[src/rtl/enemy_hit_judge.sv]
// enemy_hit_judge: bullet/target collision, damage, score and boss game-over latch.
// One bullet position per clk_22 cycle is tested against the boss and four minor enemies;
// at most one target is damaged per hit, followed by a blanking window.
module enemy_hit_judge #(
    parameter int unsigned DMG          = 2,
    parameter int unsigned ENM_HP_INIT  = 20,
    parameter int unsigned BOSS_HP_INIT = 500,
    parameter int unsigned HOLD_CYC     = 2,
    parameter int unsigned KILL_BONUS   = 10
) (
    input  logic        clk_22,
    input  logic        rst,
    input  logic [9:0]  bullet_x,
    input  logic [9:0]  bullet_y,
    input  logic [9:0]  bossx,
    input  logic [9:0]  bossy,
    input  logic [9:0]  enmx1,
    input  logic [9:0]  enmx2,
    input  logic [9:0]  enmx3,
    input  logic [9:0]  enmx4,
    input  logic [9:0]  enmy1,
    input  logic [9:0]  enmy2,
    input  logic [9:0]  enmy3,
    input  logic [9:0]  enmy4,
    output logic [6:0]  enmhp1,
    output logic [6:0]  enmhp2,
    output logic [6:0]  enmhp3,
    output logic [6:0]  enmhp4,
    output logic [9:0]  bosshp,
    output logic        bullet_hit,
    output logic [2:0]  hit_id,
    output logic [15:0] score,
    output logic        boss_down
);

    localparam int unsigned CNT_W = (HOLD_CYC > 1) ? $clog2(HOLD_CYC) : 1;

    typedef enum logic [1:0] {
        ST_ARM,
        ST_HOLD,
        ST_DONE
    } state_t;

    state_t           r_state;
    logic [CNT_W-1:0] r_cnt;
    logic [6:0]       r_enmhp [4];
    logic [9:0]       r_bosshp;
    logic             r_bullet_hit;
    logic [2:0]       r_hit_id;
    logic [15:0]      r_score;
    logic             r_boss_down;

    logic [10:0] w_bx;
    logic [10:0] w_by;
    logic [10:0] w_bsx;
    logic [10:0] w_bsy;
    logic [10:0] w_ex [4];
    logic [10:0] w_ey [4];
    logic        w_bvalid;
    logic [3:0]  w_enm_hit;
    logic        w_boss_hit;
    logic [6:0]  w_enm_next [4];
    logic [9:0]  w_boss_next;
    logic [2:0]  w_sel_id;
    logic        w_kill;
    logic [16:0] w_score_sum;
    logic [15:0] w_score_next;

    // Zero-extend all coordinates to 11 bits so offsets never wrap.
    assign w_bx  = {1'b0, bullet_x};
    assign w_by  = {1'b0, bullet_y};
    assign w_bsx = {1'b0, bossx};
    assign w_bsy = {1'b0, bossy};
    assign w_ex[0] = {1'b0, enmx1};
    assign w_ex[1] = {1'b0, enmx2};
    assign w_ex[2] = {1'b0, enmx3};
    assign w_ex[3] = {1'b0, enmx4};
    assign w_ey[0] = {1'b0, enmy1};
    assign w_ey[1] = {1'b0, enmy2};
    assign w_ey[2] = {1'b0, enmy3};
    assign w_ey[3] = {1'b0, enmy4};
    assign w_bvalid = (bullet_y != 10'd0);

    // Hitbox tests; |a-b| < k is rewritten as a < b+k and b < a+k to avoid subtraction.
    always_comb begin
        w_enm_hit = 4'b0000;
        for (int i = 0; i < 4; i++) begin
            w_enm_hit[i] = w_bvalid && (r_enmhp[i] != 7'd0)
                        && (w_bx < w_ex[i] + 11'd15) && (w_ex[i] < w_bx + 11'd15)
                        && (w_by < w_ey[i] + 11'd18) && (w_ey[i] < w_by + 11'd18);
        end
        w_boss_hit = w_bvalid && (r_bosshp != 10'd0) && !r_boss_down
                  && (w_bx <= w_bsx + 11'd41) && (w_bsx <= w_bx + 11'd41)
                  && (w_by <= w_bsy + 11'd24);
    end

    // Priority select (boss first, then enemy1..4) and saturating damage/score.
    always_comb begin
        w_sel_id = 3'd0;
        for (int i = 3; i >= 0; i--) begin
            if (w_enm_hit[i]) w_sel_id = 3'(i + 1);
        end
        if (w_boss_hit) w_sel_id = 3'd5;

        for (int i = 0; i < 4; i++) begin
            w_enm_next[i] = (r_enmhp[i] > 7'(DMG)) ? (r_enmhp[i] - 7'(DMG)) : 7'd0;
        end
        w_boss_next = (r_bosshp > 10'(DMG)) ? (r_bosshp - 10'(DMG)) : 10'd0;

        w_kill = 1'b0;
        if (w_sel_id == 3'd5) begin
            w_kill = (w_boss_next == 10'd0);
        end else begin
            for (int i = 0; i < 4; i++) begin
                if (w_sel_id == 3'(i + 1)) w_kill = (w_enm_next[i] == 7'd0);
            end
        end

        w_score_sum  = {1'b0, r_score} + 17'd1 + (w_kill ? 17'(KILL_BONUS) : 17'd0);
        w_score_next = w_score_sum[16] ? 16'hFFFF : w_score_sum[15:0];
    end

    // ARM/HOLD/DONE sequencer owning all HP, score and hit registers.
    always_ff @(posedge clk_22) begin
        if (rst) begin
            r_state      <= ST_ARM;
            r_cnt        <= '0;
            for (int i = 0; i < 4; i++) r_enmhp[i] <= 7'(ENM_HP_INIT);
            r_bosshp     <= 10'(BOSS_HP_INIT);
            r_bullet_hit <= 1'b0;
            r_hit_id     <= 3'd0;
            r_score      <= 16'd0;
            r_boss_down  <= 1'b0;
        end else begin
            r_bullet_hit <= 1'b0;
            case (r_state)
                ST_ARM: begin
                    if (w_sel_id != 3'd0) begin
                        r_bullet_hit <= 1'b1;
                        r_hit_id     <= w_sel_id;
                        r_score      <= w_score_next;
                        for (int i = 0; i < 4; i++) begin
                            if (w_sel_id == 3'(i + 1)) r_enmhp[i] <= w_enm_next[i];
                        end
                        if (w_sel_id == 3'd5) r_bosshp <= w_boss_next;
                        if ((w_sel_id == 3'd5) && (w_boss_next == 10'd0)) begin
                            r_boss_down <= 1'b1;
                            r_state     <= ST_DONE;
                        end else begin
                            r_cnt   <= CNT_W'(HOLD_CYC - 1);
                            r_state <= ST_HOLD;
                        end
                    end
                end
                ST_HOLD: begin
                    if (r_cnt == '0) r_state <= ST_ARM;
                    else             r_cnt   <= r_cnt - 1'b1;
                end
                ST_DONE: begin
                    r_state <= ST_DONE;
                end
                default: begin
                    r_state <= ST_ARM;
                end
            endcase
        end
    end

    assign enmhp1     = r_enmhp[0];
    assign enmhp2     = r_enmhp[1];
    assign enmhp3     = r_enmhp[2];
    assign enmhp4     = r_enmhp[3];
    assign bosshp     = r_bosshp;
    assign bullet_hit = r_bullet_hit;
    assign hit_id     = r_hit_id;
    assign score      = r_score;
    assign boss_down  = r_boss_down;

endmodule
[config.mk]
export PLATFORM = sky130hd
export DESIGN_NAME = enemy_hit_judge
export DESIGN_NICKNAME = d
export VERILOG_FILES = /design/src/rtl/enemy_hit_judge.sv
export SDC_FILE = /design/constraint.sdc
export NUM_CORES = 1
export LEC_CHECK = 0
export BUFFER_PORTS_ARGS = -buffer_cell sky130_fd_sc_hd__buf_2
export CORE_MARGIN = 4
export CORE_UTILIZATION = 44
export CTS_CLUSTER_SIZE = 25
export DETAILED_ROUTE_END_ITERATION = 16
export GPL_TIMING_DRIVEN = 0
export PLACE_DENSITY = 0.77
export SYNTH_ARGS = -nofsm -noshare
export SYNTH_HDL_FRONTEND = slang
export SYNTH_SLANG_ARGS = --single-unit
[constraint.sdc]
create_clock -name clk_22 -period 20.3 [get_ports clk_22]
set_clock_uncertainty 0.1 [all_clocks]
set_input_delay 5.075 -clock clk_22 [delete_from_list [all_inputs] [get_ports clk_22]]
set_output_delay 5.075 -clock clk_22 [all_outputs]
set_load 0.01 [all_outputs]
# After elaboration in Yosys (flattened, before gate mapping)

Memory sizes are Yosys's and may differ from the RTL's.
Index checks and enable logic that the tools add are counted.

Register bits: 34
Latch bits: 0
Memory bits (writable): 28
Bits in read-only memories: 0
Input port bits: 122
Output and inout port bits: 59
Memories kept: 1

Memories:

| memory  | depth | bits a word | read ports | clocked after memory_dff | write ports | RTL line | text |
|---|---|---|---|---|---|---|---|
| r_enmhp | 4     | 7           | 4          | 0                        | 4           | 46       | `logic [6:0] r_enmhp [4];` |

$add $sub $neg: 21
Multiply operators: 0
Divide/modulo/power cells: 0
Magnitude comparators: 24
Equality and inequality tests: 10
Shift operators: 0
Mux-type cells: 52
Bitwise operators: 5
Reductions and logical operators: 47

Operator list:

| operator              | number |
|---|---|
| $lt 10x11->1          | 16 |
| $add 10x5->11 const B | 6 |
| $mux 7                | 8 |
| $add 10x4->11 const B | 5 |
| $le 10x11->1          | 3 |
| $mux 1                | 31 |
| $gt 7x2->1 const B    | 4 |
| $logic_not 7->1       | 4 |
| $reduce_bool 7->1     | 4 |
| $sub 7x2->7 const B   | 4 |
| $logic_and 1x1->1     | 26 |
| $add 10x6->11 const B | 2 |
| $reduce_bool 10->1    | 2 |
| $add 16x1->17 const B | 1 |
| $add 17x4->17         | 1 |
| $mux 16               | 1 |
| $mux 3                | 5 |
| $gt 10x2->1 const B   | 1 |
| $logic_not 10->1      | 1 |
| $mux 10               | 1 |
| $sub 10x2->10 const B | 1 |
| $reduce_and 3->1      | 3 |
| $eq 3x2->1 const B    | 2 |
| $eq 3x3->1 const B    | 2 |
| other kinds (17)      | 25 |

# Logic depth before layout (Yosys ltp)

Gate-level depths: netlist of the first run.
An unclocked memory read counts as a cell.

Depth after elaboration: 21
Depth in mapped cells: 28

# Least setup slack after synthesis of the first run

Ideal clock, no wire load.

Path type: input-to-reg
From: input port bullet_x[0]
To: register r_score[7] (netlist: score[7])
Setup time: 91 ps
Arrival: 10412 ps
Data required time: 20109 ps
Path slack: 9697 ps
Cell stages on the path: 28
Cell sequence: clkbuf_1 > inv_1 > ha_1 > or3b_1 > nand3_1 > nor2_1 > xnor2_1 > ha_1 > a21o_1 > a21oi_1 > o221ai_2 > a211oi_2 > o31ai_1 > or4b_4 > buf_6 > or3_1 > a221oi_2 > a311oi_1 > fa_1 > nor2b_1 > a21o_1 > and3_1 > clkbuf_1 > nand3_1 > clkbuf_1 > o21ai_0 > a21oi_1 > a311oi_1

Cells in the longest elaborated chain, start to end: 19

Ends and longest elaborated chain:

| what                                              | RTL line | text |
|---|---|---|
| start: declaration                                | 13       | `input logic [9:0] bullet_x,` |
| $add 10x4->11 or $lt 10x11->1 (tied branches)     | 89       | `&& (w_bx < w_ex[i] + 11'd15) && (w_ex[i] < w_bx + 11'd15)` |
| $lt 10x11->1 or $logic_and 1x1->1 (tied branches) | 89       |  |
| $logic_and 1x1->1                                 | 89       |  |
| $logic_and 1x1->1 (2 in a row)                    | 90       | `&& (w_by < w_ey[i] + 11'd18) && (w_ey[i] < w_by + 11'd18);` |
| $mux 3 (4 in a row)                               | 101      | `if (w_enm_hit[i]) w_sel_id = 3'(i + 1);` |
| $mux 3 *                                          | 103      | `if (w_boss_hit) w_sel_id = 3'd5;` |
| $eq 3x1->1                                        | 115      | `if (w_sel_id == 3'(i + 1)) w_kill = (w_enm_next[i] == 7'd0);` |
| $mux 1 (4 in a row)                               | 115      |  |
| $mux 1                                            | 111      | `if (w_sel_id == 3'd5) begin` |
| $mux 4                                            | 119      | `w_score_sum = {1'b0, r_score} + 17'd1 + (w_kill ? 17'(KILL_BONUS) : 17'd0);` |
| $add 17x4->17                                     | 119      |  |
| $mux 16                                           | 120      | `w_score_next = w_score_sum[16] ? 16'hFFFF : w_score_sum[15:0];` |
| end signal: assignment                            | 141      | `r_score <= w_score_next;` |
| end: declaration                                  | 50       | `logic [15:0] r_score;` |

Mark *: on every way between the ends. The rest lies on a longest branch, timed or not.
A chain may end at the register's enable or synchronous reset.

# Final worst setup path of the first run

Same ends and word-level chain as after synthesis.

==> out/metrics.yaml, run 1 <==
instances_no_fill: 1521
endpoint_kind: "flip-flop"
place_area_um2: 10200
tightest_slew_ns: 1.20
path_buf_inv: 6
drtPass1Iterations: 7
vias: 9014
max-clock-path-buffers: 2
dp_cells: 1502
max_slew_margin: 0.195
wire_per_inst_um: 17.2
yosysWarnings: 0
syn_inst: 1057
fin_setup_tns_ns: 0
grt_use_total: 0.225
status: "finished, final reports clean"
cts_root_buf: "clkbuf_16"
synth.distinct_cells: 71
critPathCapture: "score[7]"
synthFlopType: "dfxtp_1"
min_period_over_period: 0.575
holdPathStages: 2
syn_area_um2: 8940
holdBufCountCts: 0
holdWs_ns: 0.397
coreArea_um2: 19700
rows: 51
hold_class: "flip-flop to flip-flop"
max_freq_ghz: 0.0857
crit_path_frequent_cell: "clkbuf_1"
crit_path_max_fanout: 10
final_hold_viol_count: 0
remaining_drc_errors: 0
htree_levels: 3
drv_slew: 0
cts_buffers: 9
clk_pin_slew_ns: 0.05
setup_violations: 0
synth-seq-area-share: 0.170
maxCapViolations: 0
crit_path_start: "bullet_x[0]"
start_util: 0.453
gp_congestion: 0.909
mostFrequentLayoutCell: "ha_1"
reg2reg_slack_ns: 15.11
cts_tree: "built"
final_layout_size_suffix_gt1_frac: 0.174
place.port_buffers: 180
cp_num_cells: 29
grt_pass1_wl_um: 41500
vias_per_cell: 5.93
cp_data_required_time_ns: 20.44
die_y_um: 151
postRouteWirelength_um: 26200
timing.rr.end: "score[7]"
grt_overflow: 0
nets: 1560
crit_arrival_ns: 11.81
rsz0062_at_grt: "no"
cpPeakStageDelay_ns: 0.56
clock_latency_ns: 0.33
antenna_found_initial: 2
crit_type: "input port to flip-flop"
path_delay_family: "simple AND/OR/NAND/NOR gates"
r2r_cells: 20
antenna_left: 0
synth_edf_count: 28
grt_max_degree: 13
r2r-start: "r_enmhp[2][4]"
final_cell_mix: "ha_1 (189), buf_2 (183), nor2_1 (75)"
ys_async_sr_fraction: 0
ys_ff_latch: 62
clock-sinks: 62
period_needed_ns: 11.67
cts_setup_buffers: 0
cts-resized-gates: 0
fillers: 1816
final_util: 0.531
syn2layout_area_growth_pct: 17.2
drtIter0Drc: 483
syn_area_per_cell_um2: 8.46
p_leak_nw: 4.73
crit_slowest_cell: "or4b_4"
ir_drop_v: 0.0000562
start_kind: "input port"
fin_area_um2: 10500
grt_pass1_vias: 8432
dpl.hpwl_um: 21200
num_io_pins: 181
power.density_nw_per_um2: 53.3
dieArea_um2: 22700
die_w_um: 151
synth_fp_nets: 1369
## metrics by stage
stage / total power [mW] / setup slack (ns)
5_1_grt: 0.602 / 8.20
6_report: 0.559 / 8.63
4_1_cts: 0.561 / 8.66
3_3_place_gp: 0.397 / 8.36
2_1_floorplan: 0.321 / 9.70
3_5_place_dp: 0.406 / 8.34
## synth_stat cells (3+ instances only)
library cell | instances | area, um2
and4_1 | 3 | 26.3
buf_4 | 3 | 22.5
nand3b_1 | 3 | 22.5
a221o_1 | 3 | 30.0
o21bai_1 | 4 | 30.0
nor2b_1 | 19 | 119
nand4_1 | 13 | 81.3
a311oi_1 | 14 | 123
o211ai_1 | 13 | 97.6
a2111oi_0 | 5 | 43.8
o31ai_1 | 4 | 30.0
nor4_1 | 11 | 68.8
o21ai_0 | 51 | 255
xnor2_1 | 66 | 578
a211o_1 | 6 | 52.6
and3_1 | 25 | 156
o2111ai_1 | 15 | 131
or3_1 | 14 | 87.6
a21o_1 | 28 | 210
a211oi_1 | 17 | 128
dfxtp_1 | 34 | 681
o21a_1 | 20 | 150
edfxtp_1 | 28 | 841
a21oi_1 | 66 | 330
nand2b_1 | 21 | 131
buf_2 | 3 | 15.0
nor2_1 | 75 | 282
nor3_1 | 30 | 150
xor2_1 | 43 | 377
and2_1 | 7 | 43.8
nor3b_1 | 5 | 37.5
nand2_1 | 63 | 236
clkbuf_1 | 10 | 37.5
nand3_1 | 34 | 170
ha_1 | 189 | 2360
a41oi_1 | 5 | 43.8
inv_1 | 44 | 165
a31oi_1 | 18 | 113
## report_power, final
group | internal, mW | leakage, nW | switching [mW]
sequential | 0.143 | 0.541 | 0.0126
combinational | 0.105 | 4.05 | 0.145
clock | 0.0952 | 0.146 | 0.0574
## worst min-delay path by stage
stage                     startpoint    endpoint
after CTS                  bosshp[6]   bosshp[6]
after global placement     bosshp[6]   bosshp[6]
after floorplan           r_state[1]  r_state[0]
after detailed placement   bosshp[6]   bosshp[6]
final                      hit_id[1]   hit_id[1]
after global routing       bosshp[0]   bosshp[0]
## logic make-up after synthesis
logic type	share of synthesized area
AO/OA/AOI/OAI	0.232
AND/OR/NAND/NOR	0.194
adder cells (fa/ha/maj)	0.267
XOR/XNOR	0.107
multiplexers	0.00112
buffers and inverters	0.0294
flip-flops	0.170
## worst min-delay path: cells and delay by family (launching register included)
kind | cells | cell delay [ns]
simple gates | 1 | 0.08
compound gates | 1 | 0.07
flops | 1 | 0.32
## state kept, by name, indices dropped and copies added (netlist names)
name and count:
r_enmhp 28, score 16, bosshp 10, hit_id 3, r_state 2, boss_down 1
bullet_hit 1, r_cnt 1
## layer usage
metal,share of wire,GRT usage
met5,0.00027,0
met4,0.027,0.0764
met3,0.079,0.0391
met2,0.47,0.375
met1,0.43,0.295
## final cells by class
class | instances | area [um2] | area share
multi-input cells | 933 | 7150 | 0.683
clock inverters | 7 | 73.8 | 0.00705
well taps | 265 | 332 | 0.0316
plain buffers | 18 | 97.6 | 0.00932
clock buffers | 9 | 225 | 0.0215
flip-flops and latches | 62 | 1520 | 0.145
inverters | 44 | 165 | 0.0158
diodes | 3 | 7.51 | 0.000717
repair buffers | 180 | 901 | 0.0860
Power figures use the tool's default switching activity.
==> run 2, diff against run 1 <==
--- a/config.mk
+++ b/config.mk
@@ -11,7 +11,7 @@
 export CTS_CLUSTER_SIZE = 25
 export DETAILED_ROUTE_END_ITERATION = 16
 export GPL_TIMING_DRIVEN = 0
-export PLACE_DENSITY = 0.77
+export PLACE_DENSITY = 0.8
 export SYNTH_ARGS = -nofsm -noshare
 export SYNTH_HDL_FRONTEND = slang
 export SYNTH_SLANG_ARGS = --single-unit
==> constraint.sdc (replaced) <==
create_clock -name clk_22 -period 10.45 [get_ports clk_22]
set_clock_uncertainty 0.1 [all_clocks]
set_input_delay 2.6125 -clock clk_22 [delete_from_list [all_inputs] [get_ports clk_22]]
set_output_delay 2.6125 -clock clk_22 [all_outputs]
set_load 0.01 [all_outputs]
==> run 2 against run 1 <==
Net effect:
- critical path depth shrank 1
- via count shrank 0.54%
- hold slack gained 0.010 ns
- cell count grew 0.20%
- first-iteration DRC count grew 1.9%
- sequential share of layout area is essentially flat
- highest routed layer is now met4
==> out/metrics.yaml, run 2 (synthesized netlist as in run 1, its figures left out) <==
antenna_found_initial: 6
cp_data_required_time_ns: 10.59
rows: 51
status: "finished, final reports clean"
rsz0062_at_grt: "no"
die_w_um: 151
clock-sinks: 62
antenna_left: 0
regMostFlops: "r_enmhp"
crit_path_max_fanout: 10
vias_per_cell: 5.88
grt_pass1_vias: 8480
nets: 1560
dieArea_um2: 22700
remaining_drc_errors: 0
coreArea_um2: 19700
htree_levels: 3
hold_class: "flip-flop to flip-flop"
final_layout_size_suffix_gt1_frac: 0.173
period_needed_ns: 9.17
setup_violations: 0
final_hold_viol_count: 0
cts_root_buf: "clkbuf_16"
reg2reg_slack_ns: 5.26
cts-resized-gates: 0
place.port_buffers: 180
drtPass1Iterations: 5
clock_latency_ns: 0.33
num_io_pins: 181
max-clock-path-buffers: 2
syn2layout_area_growth_pct: 17.0
crit_path_frequent_cell: "clkbuf_1"
start_util: 0.453
dpl.hpwl_um: 22000
holdWs_ns: 0.407
p_leak_nw: 4.73
endpoint_kind: "flip-flop"
wire_per_inst_um: 17.6
tightest_slew_ns: 1.04
cts_buffers: 9
cpPeakStageDelay_ns: 0.81
crit_slowest_cell: "nor4_1"
final_cell_mix: "ha_1 (189), buf_2 (183), nor2_1 (75)"
maxCapViolations: 0
clk_pin_slew_ns: 0.05
crit_arrival_ns: 9.31
largest_register_ffs: 28
postRouteWirelength_um: 26800
cts_tree: "built"
holdBufCountCts: 0
vias: 8965
max_slew_margin: 0.299
grt_max_degree: 13
die_y_um: 151
ir_drop_v: 0.0000819
drv_slew: 0
mostFrequentLayoutCell: "ha_1"
fin_setup_tns_ns: 0
start_kind: "input port"
min_period_over_period: 0.878
grt_overflow: 0
grt_pass1_wl_um: 42000
gp_congestion: 0.942
max_freq_ghz: 0.109
cts_setup_buffers: 0
grt_use_total: 0.229
power.density_nw_per_um2: 102
crit_type: "input port to flip-flop"
drtIter0Drc: 492
[run 2: cell types whose count changed in the layout (fill, tap and decap cells not counted), sizes merged]
cell | before | now
inv | 45 | 47
bufinv | 1 | 0
clkbuf | 19 | 21
diode | 3 | 6
clkinv | 4 | 2
clkinvlp | 1 | 0
[run 2: cell type report]
type | count | area [um2]
multi-input cells | 933 | 7150
clock inverters | 5 | 31.3
repair buffers | 180 | 901
plain buffers | 18 | 97.6
fillers | 1837 | 9260
inverters | 44 | 165
well taps | 265 | 332
diodes | 6 | 15.0
flip-flops and latches | 62 | 1520
clock buffers | 11 | 243
[run 2: metal layers]
| layer | global-route usage | vias to the layer above | part of all wire |
|---|---|---|---|
| met3 | 0.0400 | 49 | 0.066 |
| met2 | 0.390 | 286 | 0.47 |
| met5 | 0 | - | 0 |
| met1 | 0.296 | 4200 | 0.44 |
| met4 | 0.0672 | 0 | 0.024 |
| li1 | - | 4430 | - |
[run 2: path summary, 6_finish.rpt]
kind,from,endpoint,depth (start not counted)
min,r_state[1],r_state[0],1
min reg2reg,r_state[1],r_state[0],1
max,bullet_x[0],score[7],28
max reg2reg,r_enmhp[1][4],score[7],19
[run 2: power by group]
part | leakage [nW] | internal (mW) | switching [mW] | total (mW)
Sequential | 0.541 | 0.278 | 0.0239 | 0.302
Combinational | 4.05 | 0.205 | 0.284 | 0.490
Clock | 0.141 | 0.167 | 0.111 | 0.278
[run 2: per-stage QoR]
| stage | total power [mW] | setup WS [ns] | instance area [um2] | cells | util |
|---|---|---|---|---|---|
| after CTS | 1.07 | 1.23 | 10400 | 1518 | 0.530 |
| after floorplan | 0.623 | 2.31 | 8940 | 1057 | - |
| final | 1.07 | 1.28 | 10500 | 1524 | 0.530 |
| after detailed placement | 0.791 | 0.932 | 10200 | 1502 | 0.516 |
| after global placement | 0.772 | 1.05 | 10200 | 1502 | 0.516 |
| after global routing | 1.15 | 0.723 | 10500 | 1524 | 0.530 |
[run 2: worst max-delay path: cells and delay by family]
kind,cells,cell delay [ns]
compound gates,12,2.33
buf+inv,5,1.02
xor+xnor,1,0.49
simple gates,7,1.89
fa+ha+maj,3,0.95
==> run 3, diff against run 2 <==
--- a/config.mk
+++ b/config.mk
@@ -8,10 +8,11 @@
 export BUFFER_PORTS_ARGS = -buffer_cell sky130_fd_sc_hd__buf_2
 export CORE_MARGIN = 4
 export CORE_UTILIZATION = 44
+export CTS_CLUSTER_DIAMETER = 100
 export CTS_CLUSTER_SIZE = 25
 export DETAILED_ROUTE_END_ITERATION = 16
 export GPL_TIMING_DRIVEN = 0
-export PLACE_DENSITY = 0.8
+export PLACE_DENSITY = 0.66
 export SYNTH_ARGS = -nofsm -noshare
 export SYNTH_HDL_FRONTEND = slang
 export SYNTH_SLANG_ARGS = --single-unit
==> run 3 against run 2 <==
Net effect:
- flip-flop and latch count is the same
- cell count shrank 0.26%
- worst setup slack gained 0.0017 ns
- clock-buffer cell count grew 4
- power grew 3.1%
- fmax is essentially flat
- design area grew 0.39%
- sequential share of layout area shrank 0.057 points
- largest cell class unchanged
- highest routed layer is now met5
==> out/metrics.yaml, run 3 (synthesized netlist as in run 1, its figures left out) <==
status: "finished, final reports clean"
remaining_drc_errors: 0
crit_arrival_ns: 9.32
regMostFlops: "r_enmhp"
final_cell_mix: "ha_1 (189), buf_2 (183), nor2_1 (75)"
vias: 8612
holdPathStages: 2
clock_latency_ns: 0.33
postRouteWirelength_um: 26100
pwr-share-clk: 0.288
period_needed_ns: 9.17
switching_share: 0.374
max_freq_ghz: 0.109
reg2reg_slack_ns: 5.37
gp_congestion: 0.911
hold_class: "flip-flop to flip-flop"
timing.rr.end: "score[7]"
hp-start: "hit_id[1]"
crit_path_frequent_cell: "clkbuf_1"
max-clock-path-buffers: 2
min_period_over_period: 0.878
tightest_slew_ns: 1.27
path_delay_family: "simple AND/OR/NAND/NOR gates"
final_layout_size_suffix_gt1_frac: 0.173
maxCapViolations: 0
grt_pass1_wl_um: 41300
start_util: 0.453
r2r-start: "r_enmhp[2][4]"
drtPass1Iterations: 5
htree_levels: 3
nets: 1560
cts_tree: "built"
holdBufCountCts: 0
grt_pass1_vias: 8194
crit_path_max_fanout: 10
cts_buffers: 9
clock-sinks: 62
crit_type: "input port to flip-flop"
whs_endpoint: "hit_id[1]"
mostFrequentLayoutCell: "ha_1"
path_buf_inv: 6
die_w_um: 151
multi_input_area_um2: 7150
power.density_nw_per_um2: 105
drtIter0Drc: 375
holdWs_ns: 0.399
grt-busiest-layer: "met2"
max_slew_margin: 0.147
die_y_um: 151
drv_slew: 0
dpl.hpwl_um: 21200
register_area_um2: 1520
place.port_buffers: 180
rows: 51
grt_max_degree: 13
syn2layout_area_growth_pct: 17.5
coreArea_um2: 19700
power_frac_comb: 0.438
cp_data_required_time_ns: 10.59
grtUsageMet2: 0.375
start_kind: "input port"
endpoint_kind: "flip-flop"
num_io_pins: 181
dieArea_um2: 22700
cts_root_buf: "clkbuf_16"
crit_slowest_cell: "or4b_4"
rsz0062_at_grt: "no"
grt_overflow: 0
antenna_found_initial: 3
p_leak_nw: 4.75
fillers: 1921
antenna_left: 0
cts_setup_buffers: 0
seqPwrFrac: 0.274
final_hold_viol_count: 0
largest_register_ffs: 28
vias_per_cell: 5.67
grt_util_met3: 0.0340
grtUsageMet1: 0.303
setup_violations: 0
grt_use_total: 0.224
intPower_mw: 0.691
r2r_cells: 20
ir_drop_v: 0.000126
switching_power_mw: 0.412
cts-resized-gates: 0
cpPeakStageDelay_ns: 0.55
final_util: 0.533
clk_pin_slew_ns: 0.05
wire_per_inst_um: 17.2
fin_setup_tns_ns: 0
-- run 3: power groups by stage --
stage / Clock, mW / Combinational, mW / Sequential [mW]
floorplan: 0 / 0.312 / 0.311
finish: 0.318 / 0.484 / 0.302
global route: 0.332 / 0.549 / 0.306
global placement: 0 / 0.471 / 0.307
detailed placement: 0 / 0.480 / 0.307
CTS: 0.321 / 0.484 / 0.302
-- run 3: area by class of cell --
class	instances	share of cell area
Multi-Input combinational cell	933	0.681
Sequential cell	62	0.145
Clock inverter	1	0.000477
Timing Repair Buffer	180	0.0858
Tap cell	265	0.0316
Buffer	18	0.00929
Clock buffer	15	0.0305
Antenna cell	2	0.000477
Inverter	44	0.0157
-- run 3: metal layers --
| layer | vias to the layer above | share of wire |
|---|---|---|
| met5 | - | 0.00050 |
| met4 | 2 | 0.016 |
| met3 | 34 | 0.054 |
| met2 | 216 | 0.47 |
| met1 | 3942 | 0.46 |
| li1 | 4418 | - |
-- run 3: how the worst max path moves through the flow --
| stage | from | endpoint | slack (ns) | depth (start not counted) |
|---|---|---|---|---|
| 3_5_place_dp | bullet_x[0] | score[7] | 1.01 | 29 |
| 5_1_grt | bullet_x[0] | score[7] | 0.80 | 29 |
| 4_1_cts | bullet_x[0] | score[7] | 1.32 | 29 |
| 3_3_place_gp | bullet_x[0] | score[7] | 1.06 | 29 |
| 6_report | bullet_x[0] | score[7] | 1.28 | 29 |
| 2_1_floorplan | bullet_x[0] | score[7] | 2.31 | 28 |
-- run 3: metrics by stage --
| stage | instances | total power, mW | cell area (um2) | setup WS [ns] |
|---|---|---|---|---|
| 5_1_grt | 1520 | 1.19 | 10500 | 0.804 |
| 4_1_cts | 1518 | 1.11 | 10500 | 1.32 |
| 2_1_floorplan | 1057 | 0.623 | 8940 | 2.31 |
| 3_5_place_dp | 1502 | 0.787 | 10200 | 1.01 |
| 3_3_place_gp | 1502 | 0.778 | 10200 | 1.06 |
| 6_report | 1520 | 1.10 | 10500 | 1.28 |
-- run 3: worst reg2reg max path: cells and delay by family, from the launching register on --
family | cells | cell delay, ns
fa+ha+maj | 1 | 0.40
simple gates | 7 | 1.82
flops | 1 | 0.44
buf+inv | 3 | 0.69
compound gates | 9 | 1.55
